$ cat src/rtl/relu_requant_stage.sv
// Requantizes the multiplier's signed 16-bit results to signed 8-bit with optional ReLU,
// frames them into vectors and buffers them in a small output FIFO.
module relu_requant_stage #(
  parameter int VEC_LEN    = 3,
  parameter int SHIFT      = 0,
  parameter int RELU_EN    = 1,
  parameter int FIFO_DEPTH = 4
) (
  input  logic        clk,
  input  logic        reset,
  input  logic        s_valid,
  output logic        s_ready,
  input  logic [15:0] data_in,
  input  logic        ovf_in,
  output logic        m_valid,
  input  logic        m_ready,
  output logic [7:0]  data_out,
  output logic        m_last,
  output logic        vec_overflow
);

  localparam int EW = (VEC_LEN > 1) ? $clog2(VEC_LEN) : 1;
  localparam int PW = $clog2(FIFO_DEPTH);
  localparam int CW = PW + 1;

  typedef struct packed {
    logic [7:0] data;
    logic       last;
    logic       vov;
  } entry_t;

  entry_t mem [FIFO_DEPTH];

  logic [EW-1:0] elem;
  logic          sticky;
  logic [PW-1:0] wr_ptr;
  logic [PW-1:0] rd_ptr;
  logic [CW-1:0] count;
  logic [7:0]    hold_data;

  logic               push;
  logic               pop;
  logic               is_last;
  logic signed [15:0] shifted;
  logic signed [15:0] x;
  logic [7:0]         y;
  logic               clip;
  logic               err;
  entry_t             head;
  entry_t             wr_entry;

  assign s_ready = (count != CW'(FIFO_DEPTH));
  assign m_valid = (count != '0);
  assign push    = s_valid & s_ready;
  assign pop     = m_valid & m_ready;
  assign is_last = (elem == EW'(VEC_LEN - 1));

  // An upstream overflow saturates toward the sign of the raw result.
  always_comb begin
    shifted = $signed(data_in) >>> SHIFT;
    x       = shifted;
    if (ovf_in) begin
      x = data_in[15] ? 16'sh8000 : 16'sh7fff;
    end
    y    = x[7:0];
    clip = 1'b0;
    if (RELU_EN != 0 && x < 16'sd0) begin
      y = 8'd0;
    end else if (x > 16'sd127) begin
      y    = 8'h7f;
      clip = 1'b1;
    end else if (x < -16'sd128) begin
      y    = 8'h80;
      clip = 1'b1;
    end
    err = ovf_in | clip;
  end

  always_comb begin
    wr_entry.data = y;
    wr_entry.last = is_last;
    wr_entry.vov  = is_last & (sticky | err);
  end

  always_ff @(posedge clk) begin
    if (push) begin
      mem[wr_ptr] <= wr_entry;
    end
  end

  always_ff @(posedge clk or negedge reset) begin
    if (!reset) begin
      elem   <= '0;
      sticky <= 1'b0;
    end else if (push) begin
      if (is_last) begin
        elem   <= '0;
        sticky <= 1'b0;
      end else begin
        elem   <= elem + EW'(1);
        sticky <= sticky | err;
      end
    end
  end

  always_ff @(posedge clk or negedge reset) begin
    if (!reset) begin
      wr_ptr    <= '0;
      rd_ptr    <= '0;
      count     <= '0;
      hold_data <= '0;
    end else begin
      if (push) begin
        wr_ptr <= wr_ptr + PW'(1);
      end
      if (pop) begin
        rd_ptr    <= rd_ptr + PW'(1);
        hold_data <= head.data;
      end
      unique case ({push, pop})
        2'b10:   count <= count + CW'(1);
        2'b01:   count <= count - CW'(1);
        default: count <= count;
      endcase
    end
  end

  // Once drained, data_out keeps the last value handed downstream.
  assign head         = mem[rd_ptr];
  assign data_out     = m_valid ? head.data : hold_data;
  assign m_last       = m_valid & head.last;
  assign vec_overflow = m_valid & head.vov;

endmodule

$ cat config.mk
export PLATFORM = sky130hd
export DESIGN_NAME = relu_requant_stage
export DESIGN_NICKNAME = d
export VERILOG_FILES = /design/src/rtl/relu_requant_stage.sv
export SDC_FILE = /design/constraint.sdc
export NUM_CORES = 1
export LEC_CHECK = 0
export ABC_AREA = 1
export CORE_MARGIN = 4
export CORE_UTILIZATION = 32
export CTS_BUF_LIST = sky130_fd_sc_hd__clkbuf_8
export DETAILED_ROUTE_END_ITERATION = 8
export GPL_TIMING_DRIVEN = 0
export PLACE_DENSITY_LB_ADDON = 0.25
export SLEW_MARGIN = 20
export SYNTH_ARGS = -nofsm -noshare
export SYNTH_HDL_FRONTEND = slang
export SYNTH_SLANG_ARGS = --single-unit
$ cat constraint.sdc
create_clock -name clk -period 5.4 [get_ports clk]
set_input_delay 1.08 -clock clk [delete_from_list [all_inputs] [get_ports clk]]
set_output_delay 1.08 -clock clk [all_outputs]
set_load 0.03 [all_outputs]
==> impl_metrics.tcl <==
set metrics [dict create \
    outcome "finished, final reports clean" \
    maxSlewHeadroom_pct 36.0 \
    stdcell_count 395 \
    start_kind "flip-flop" \
    clock_latency_ns 0.32 \
    final-setup-viol-count 0 \
    via_per_inst 4.53 \
    cts_setup_buffers 0 \
    hold_buffers 0 \
    p_sw_share_pct 40.1 \
    cts_made_buffers 9 \
    routed_wl_um 5260 \
    yosysWarnings 0 \
    drtPass1Iterations 4 \
    nFillCells 798 \
    vdd_drop_max_mv 0.137 \
    grt_max_degree 19 \
    placement.cell_area_um2 3070 \
    wl_per_cell_um 13.3 \
    internal_power_uw 1110 \
    synth_cell_types 24 \
    fp-row-count 32 \
    ys_top_cells_by_area "edfxtp_1 46%, dfrtp_1 17%, o21ai_0 8.6%" \
    cp_num_buf_inv 2 \
    worst_pin_slew_ns 0.956 \
    p_per_area_nw_per_um2 575 \
    syn_area_um2 2610 \
    cts_tree "yes" \
    path_clk_slew_ns 0.06 \
    drtIter0Drc 82 \
    place_congestion 0.684 \
    p_leak_uw 0.00127 \
    fp.coreArea_um2 7850 \
    path_cells "inv_1 -> o21ai_0 -> o22a_1 -> o21ai_0 -> clkdlybuf4s50_1" \
    hold_class "reg2reg" \
    die_w_um 98.3 \
    fmax_mhz 298 \
    cp_common_cell "o21ai_0" \
    crit_required_ns 4.32 \
    final_area_um2 3230 \
    cp_slowest_stage_delay_ns 0.71 \
    grt_pass1_vias 1767 \
    rsz0062_at_grt "false" \
    clock_sinks 58 \
    yosys.area.top_type_share_pct 46.0 \
    grt_usage_pct 12.0 \
    post-route-min-period_ns 3.36 \
    power_frac_clock_pct 17.2 \
    cts_root_buf "clkbuf_8" \
    post_cts_resized 0 \
    syn_inst 242 \
    cap_violations 0 \
    drive_gt1_share_pct 8.87 \
    layout_common_cells "45 x o21ai_0, 40 x nor2_1, 40 x edfxtp_1, 32 x nand2_1, 32 x clkdlybuf4s50_1" \
    avgSynthCellArea_um2 10.8 \
    antenna_found_initial 0 \
    cts_buffer_depth 2 \
    seq_area_frac_synth_pct 63.3 \
    dp_slack_ns 2.19 \
    combPwrFrac_pct 45.9 \
    synth-seq-cells 58 \
    setup_tns_ns 0 \
    initial_utilization_pct 33.3 \
    area_delta_synth_final_pct 23.7 \
    period_share_pct 62.2 \
    die_area_um2 9660 \
    drc 0 \
    slowest_stage "clkdlybuf4s50_1" \
    num_antenna_cells 0 \
    worst_setup_path_end_kind "primary output" \
    dp_hpwl_um 3690 \
    path_max_fanout 10 \
    hold_viol 0 \
    nNetsFinal 315 \
    fin_skew_ns 0.00468 \
    pwr-share-seq_pct 36.9 \
    dpl.cell_count 379 \
    ctsHtreeMaxLevel 3 \
    port_buffers 32 \
    worstPathArrival_ns 2.28 \
    boundaryPins 33 \
    crit_family "buffers and inverters" \
    drtAntennaViolNets 0 \
    path_class "reg2out" \
    final_common_cell "o21ai_0" \
    overflow 0 \
    dieHeight_um 98.3 \
    drv_slew 0 \
    netlist.top_cell.by_area "edfxtp_1" \
    power.switching_uw 745 \
    grt_first_pass_wirelength_um 8970 \
    num_vias 1791 \
    worst_slack_ns 2.04 \
]
## worst min-delay path: cells and delay by family (launching register included)
| family | cells | cell delay [ns] |
|---|---|---|
| AOI/OAI and AO/OA | 1 | 0.06 |
| DFF | 1 | 0.34 |
| and+or+nand+nor | 1 | 0.05 |
## stage by stage
stage / hold WS [ns] / utilization (%) / total power, uW
after floorplan: 0.453 / - / 1240
after detailed placement: 0.473 / 39.1 / 1560
after global routing: 0.504 / 41.2 / 2010
after CTS: 0.488 / 41.2 / 1880
after global placement: 0.467 / 39.1 / 1540
final: 0.485 / 41.2 / 1860
## cells by family (layout without fill, tap and decap cells)
family	count (synthesis)	count (layout)	share of synthesized area, %
AO/OA/AOI/OAI	64	64	14.0
flip-flops	58	58	63.3
adder cells (fa/ha/maj)	6	6	3.16
AND/OR/NAND/NOR	82	82	13.1
buffers and inverters	27	75	4.94
XOR/XNOR	4	4	1.34
other	1	4	0.144
## metal layers
metal  up-vias  track usage [%]  wire [um]
li1        910                -          -
met1       827             16.3       2540
met2        46             18.3       2390
met3         8             2.64        247
met4         0             5.36         81
met5         -                0          0
## sequential cells by signal (all words and copies together) (netlist names)
| register | flops |
|---|---|
| wr_ptr | 2 |
| elem | 2 |
| sticky | 1 |
| rd_ptr | 2 |
| hold_data | 8 |
| count | 3 |
| mem | 40 |
## cell usage after synthesis
cell and instances:
a21boi_1 1, a21boi_4 1, a21oi_1 9, buf_2 5
buf_4 1, buf_6 1, clkbuf_8 1, conb_1 1
dfrtp_1 18, edfxtp_1 40, fa_1 1, ha_1 5
inv_1 17, inv_2 2, nand2_1 32, nand2_2 2
nand2_4 2, nand3_1 5, nor2_1 40, nor2_4 1
o21ai_0 45, o22a_1 8, xnor2_1 1, xor2_1 3
## area by class of cell
| class | instances | area (um^2) | area share [%] |
|---|---|---|---|
| inverters | 19 | 71.3 | 2.21 |
| well taps | 102 | 128 | 3.95 |
| clock buffers | 10 | 138 | 4.26 |
| clock inverters | 6 | 22.5 | 0.697 |
| plain buffers | 8 | 57.6 | 1.78 |
| flip-flops and latches | 58 | 1650 | 51.1 |
| repair buffers | 32 | 320 | 9.92 |
| multi-input cells | 160 | 841 | 26.0 |
## power groups by stage
stage          logic (uW)  registers (uW)  clock network [uW]
3_5_place_dp          863             693                   0
2_1_floorplan         562             678                   0
4_1_cts               865             685                 332
3_3_place_gp          850             689                   0
6_report              852             684                 320
5_1_grt               952             701                 357
## final timing paths
path	start	end	slack [ns]	cells past startpoint
worst max-delay path	rd_ptr[1]	data_out[0]	2.04	5
worst min-delay path	hold_data[2]	hold_data[2]	0.48	2
worst max register to register	count[1]	mem[3][4]	3.32	4
worst min register to register	hold_data[2]	hold_data[2]	0.48	2
max in group asynchronous	reset	hold_data[0]	3.62	1
min in group asynchronous	reset	sticky	1.25	1
Note: power is estimated with default switching activity, not from simulation.
